[config.mk]
export PLATFORM = sky130hd
export DESIGN_NAME = mr_ifq
export DESIGN_NICKNAME = d
export VERILOG_FILES = /design/src/rtl/mr_ifq.sv
export SDC_FILE = /design/constraint.sdc
export NUM_CORES = 1
export LEC_CHECK = 0
export CAP_MARGIN = 25
export CORE_AREA = 2 2 208 210
export DETAILED_ROUTE_END_ITERATION = 10
export DIE_AREA = 0 0 210 212
export HOLD_SLACK_MARGIN = 0.1
export SETUP_SLACK_MARGIN = 0.4
export SLEW_MARGIN = 40
export SYNTH_ARGS = -nofsm -noshare
export SYNTH_HDL_FRONTEND = slang
export SYNTH_SLANG_ARGS = --single-unit
[constraint.sdc]
create_clock -name clk -period 4.69 [get_ports clk]
set_input_delay 0.938 -clock clk [delete_from_list [all_inputs] [get_ports clk]]
set_output_delay 0.938 -clock clk [all_outputs]
set_load 0.02 [all_outputs]
[src/rtl/mr_ifq.sv]
// Instruction queue between ifetch and ID: registered valid/ready FIFO, flushed on redirect.
// if_ready depends only on registered occupancy and rst, never on id_ready.
module mr_ifq #(
  parameter int unsigned XLEN    = 32,
  parameter int unsigned IMAXLEN = 32,
  parameter int unsigned DEPTH   = 4
) (
  input  logic                         clk,
  input  logic                         rst,
  input  logic [IMAXLEN-1:0]           if_inst,
  input  logic [XLEN-1:0]              if_pc,
  input  logic                         if_valid,
  output logic                         if_ready,
  output logic [IMAXLEN-1:0]           id_inst,
  output logic [XLEN-1:0]              id_pc,
  output logic                         id_valid,
  input  logic                         id_ready,
  input  logic                         flush,
  output logic [$clog2(DEPTH+1)-1:0]   count
);

  localparam int unsigned PW = $clog2(DEPTH);
  localparam int unsigned CW = $clog2(DEPTH + 1);

  logic [IMAXLEN-1:0] inst_mem_q [DEPTH];
  logic [XLEN-1:0]    pc_mem_q   [DEPTH];

  logic [PW-1:0]      wr_ptr_q, wr_ptr_d;
  logic [PW-1:0]      rd_ptr_q, rd_ptr_d;
  logic [CW-1:0]      count_q, count_d;
  logic               id_valid_q, id_valid_d;
  logic [IMAXLEN-1:0] id_inst_q, id_inst_d;
  logic [XLEN-1:0]    id_pc_q, id_pc_d;

  logic full_c;
  logic enq_c;
  logic deq_c;
  logic head_wr_c;

  assign full_c   = (count_q == CW'(DEPTH));
  assign if_ready = !full_c && !rst;
  assign enq_c    = if_valid && if_ready;
  assign deq_c    = id_valid_q && id_ready;

  assign id_valid = id_valid_q;
  assign id_inst  = id_inst_q;
  assign id_pc    = id_pc_q;
  assign count    = count_q;

  // Next pointers/occupancy, then preload the head register for the next cycle.
  always_comb begin
    wr_ptr_d   = wr_ptr_q;
    rd_ptr_d   = rd_ptr_q;
    count_d    = count_q;
    id_valid_d = 1'b0;
    id_inst_d  = id_inst_q;
    id_pc_d    = id_pc_q;
    head_wr_c  = 1'b0;

    if (enq_c) wr_ptr_d = wr_ptr_q + PW'(1);
    if (deq_c) rd_ptr_d = rd_ptr_q + PW'(1);

    case ({enq_c, deq_c})
      2'b10:   count_d = count_q + CW'(1);
      2'b01:   count_d = count_q - CW'(1);
      default: count_d = count_q;
    endcase

    // Flush drops everything, including a same-cycle enqueue.
    if (flush) begin
      count_d  = '0;
      wr_ptr_d = wr_ptr_q;
      rd_ptr_d = wr_ptr_q;
    end

    id_valid_d = (count_d != '0);
    // Slot being written this edge is the new head only when it becomes the sole entry.
    head_wr_c  = enq_c && !flush && (wr_ptr_q == rd_ptr_d);

    if (id_valid_d) begin
      if (head_wr_c) begin
        id_inst_d = if_inst;
        id_pc_d   = if_pc;
      end else begin
        id_inst_d = inst_mem_q[rd_ptr_d];
        id_pc_d   = pc_mem_q[rd_ptr_d];
      end
    end
  end

  always_ff @(posedge clk) begin
    if (rst) begin
      wr_ptr_q   <= '0;
      rd_ptr_q   <= '0;
      count_q    <= '0;
      id_valid_q <= 1'b0;
      id_inst_q  <= '0;
      id_pc_q    <= '0;
    end else begin
      wr_ptr_q   <= wr_ptr_d;
      rd_ptr_q   <= rd_ptr_d;
      count_q    <= count_d;
      id_valid_q <= id_valid_d;
      id_inst_q  <= id_inst_d;
      id_pc_q    <= id_pc_d;
    end
  end

  // Storage is not reset; occupancy alone decides what is valid.
  always_ff @(posedge clk) begin
    if (enq_c && !flush) begin
      inst_mem_q[wr_ptr_q] <= if_inst;
      pc_mem_q[wr_ptr_q]   <= if_pc;
    end
  end

  a_no_overflow : assert property (@(posedge clk) disable iff (rst)
    (if_valid && if_ready) |-> (count_q != CW'(DEPTH)));
  a_no_underflow : assert property (@(posedge clk) disable iff (rst)
    (id_valid && id_ready) |-> (count_q != '0));

endmodule

==> flow_summary.ini <==
[run_status]
outcome = finished, final reports clean

[pwr]
switchingPower_uw = 1449
clockPowerShare = 0.433
combPwrFrac = 0.081
p_per_area_nw_per_um2 = 419.6
power.internal_uw = 5195
peakVddDrop_mv = 0.2828
power_leakage_uw = 0.005277
seqPwrFrac = 0.487
p_sw_frac = 0.2181

[placed_design]
gp_congestion = 0.6836
preCtsSetupSlack_ps = 754.6
place_inst = 1278
port_buffers = 137
dp_hpwl_mm = 16.73
placed_area_um2 = 14610

[timing]
max-slew-margin-rel = 0.6166
clock_skew_ps = 15.18
worst_slack_ps = 1289
maxSlewViolCount = 0
setup_tns_ps = 0
hold_viol_final = 0
setup_viol = 0
rsz0062_at_grt = false
fin_crit_sh = 0.7251
worst_pin_slew_ps = 575.1
hold_slack_ps = 485.8
max_freq_ghz = 0.2941
finalCriticalPeriod_ps = 3401

[synthesis]
syn_area_um2 = 12540
yosysWarnings = 0
yosysUniqueCellTypes = 33
ys_ff_latch = 328
ys_seq_area_frac = 0.7281
syn_inst = 620
synthesis.nets = 695
avgSynthCellArea_um2 = 20.22

[clock_tree]
clock_latency_ps = 540
numClockSinks = 328
clock-root-buffer = clkbuf_16
cts_max_level = 2
clockBufferDepth = 3
holdBufCountCts = 0
clk_pin_slew_worst_paths_ps = 60
post_cts_resized = 0
cts_tree = yes
cts_inserted_buffers = 37
post_cts_buffers = 0

[worst_setup_path]
critPathCaptureType = flip-flop
reg2reg_slack_ps = 1570
cp.required_ps = 5160
crit_path_start_kind = input port
startpoint = rst
worstPathArrival_ps = 3870
critPathMaxFanout = 33
regToRegEndpoint = id_pc[7]
worstSetupPathType = input port to flip-flop
r2r_cells = 11
r2r-start = count[0]
crit_path_end = id_pc[7]

[route]
drc = 0
routedWlPerCell_um = 22.11
wl_mm = 29.77
drtAntennaViolNets = 0
vias_per_cell = 4.969
vias = 6688
drtPass1Iterations = 4
drt-initial-drc-count = 350

[global_route]
grt_first_pass_wirelength_mm = 44.53
grt_pass1_vias = 7106
grt_start_max_net_pins = 65
grt-ovfl-total = 0
antenna_found_initial = 3
grt_usage = 0.1346

[die]
ioPinCount = 138
die_width_um = 210
die_h_um = 212
row_count = 76
core_area_um2 = 42510
initial_utilization = 0.2949
die_area_um2 = 44520

[cells_and_area]
fin_area_um2 = 15830
final-instance-count-excl-fill = 1346
nets = 846
area_delta_synth_final_pct = 26.30
drive_gt1_frac = 0.2015

[flow_run]
maxCapViolCount = 0

[hold_path]
hold_class = flip-flop to flip-flop
-- through the flow --
step / total power [uW] / util
final: 6644 / 0.3725
after CTS: 6750 / 0.3725
after global placement: 3830 / 0.3430
after floorplan: 3573 / -
after detailed placement: 3840 / 0.3436
after global routing: 6884 / 0.3725
-- synthesized netlist by cell type --
master | number | area (um2)
edfxtp_1 | 256 | 7687
dfxtp_1 | 72 | 1441
a221o_1 | 64 | 640.6
and4_1 | 64 | 560.5
mux4_2 | 64 | 1441
buf_6 | 21 | 236.5
clkbuf_1 | 20 | 75.07
nor2_1 | 9 | 33.78
buf_2 | 7 | 35.03
and2_1 | 5 | 31.28
ha_1 | 5 | 62.56
a21oi_1 | 3 | 15.01
mux2i_1 | 3 | 30.03
inv_1 | 2 | 7.510
inv_2 | 2 | 7.510
nand2_1 | 2 | 7.510
nand3_1 | 2 | 10.01
xnor2_1 | 2 | 17.52
xnor3_1 | 2 | 45.04
xor2_1 | 2 | 17.52
a211oi_4 | 1 | 20.02
a21o_1 | 1 | 7.510
and2_2 | 1 | 7.510
and3_1 | 1 | 6.260
fa_1 | 1 | 20.02
nor2_2 | 1 | 6.260
nor3_4 | 1 | 16.27
nor3b_1 | 1 | 7.510
o211a_4 | 1 | 17.52
o21ai_1 | 1 | 5.000
o31ai_1 | 1 | 7.510
or2_1 | 1 | 6.260
or3_1 | 1 | 6.260
-- final cells by class --
class | instances | area [um2]
clock inverter | 13 | 123.9
fill | 3868 | 26670
multi-input combinational | 240 | 3114
timing repair buffer | 160 | 1664
clock buffer | 54 | 1102
antenna | 1 | 2.502
tap | 546 | 683.2
inverter | 4 | 15.01
sequential | 328 | 9129
-- how the worst min path moves through the flow --
stage | from | to | depth (start not counted)
detailed placement | id_inst[9] | id_inst[9] | 1
floorplan | wr_ptr_q[1] | wr_ptr_q[1] | 2
global route | id_pc[11] | id_pc[11] | 1
finish | id_inst[9] | id_inst[9] | 1
global placement | id_inst[27] | id_inst[27] | 1
CTS | id_inst[9] | id_inst[9] | 1
-- routing by layer --
layer  vias to the layer above  routed length (um)  global-route usage
met2                       155               14560              0.2271
li1                       2973                   -                   -
met3                        47                1503             0.03323
met5                         -                  25                   0
met1                      3509               13040              0.1698
met4                         4                 631             0.04598
-- registers in the layout, summed over array words and instances, names as in the netlist --
| signal | count |
|---|---|
| pc_mem_q | 128 |
| count | 3 |
| id_pc | 32 |
| id_valid | 1 |
| inst_mem_q | 128 |
| rd_ptr_q | 2 |
| wr_ptr_q | 2 |
| id_inst | 32 |
-- worst max-delay path, cell delays in order --
cell and delay (ps):
clkdlybuf4s50_1 460, a21oi_1 180, nand2_1 80, ha_1 230, fa_1 390, xnor2_1 150, or3_1 380, and3_1 230
nor3_4 130, buf_4 450, a221o_1 220
-- placed cells by master, fill, tap and decap left out, types with 2 or more instances in the layout --
cell type        count
xnor3_1              2
nor2_1               8
mux4_2              64
clkbuf_8             7
a21oi_1              2
inv_2                2
and2_4               4
clkdlybuf4s50_1    137
clkbuf_1             8
buf_12               8
edfxtp_1           256
buf_4               14
inv_1                2
bufinv_16            2
xor2_1               2
clkinv_2             7
a221o_1             64
clkbuf_16           39
ha_1                 5
nand2_1              2
xnor2_1              2
mux2i_1              2
and4_1              64
dfxtp_1             72
-- cells by family (layout without fill, tap and decap cells) --
logic type,after synthesis,in the layout,share of synthesized area
flip-flops,328,328,0.7281
AND/OR/NAND/NOR,89,89,0.05579
AO/OA/AOI/OAI,72,72,0.05689
multiplexers,67,67,0.1174
buffers and inverters,52,231,0.02884
adder cells (fa/ha/maj),6,6,0.006587
XOR/XNOR,6,6,0.006387
other,0,1,0
-- power groups by stage --
stage / combinational, uW / sequential, uW / clock [uW]
after detailed placement: 546 / 3290 / 0
after global routing: 571 / 3240 / 3070
after CTS: 546 / 3230 / 2970
after floorplan: 242 / 3330 / 0
after global placement: 536 / 3290 / 0
final: 536 / 3230 / 2880
(Power assumes the default switching activity.)
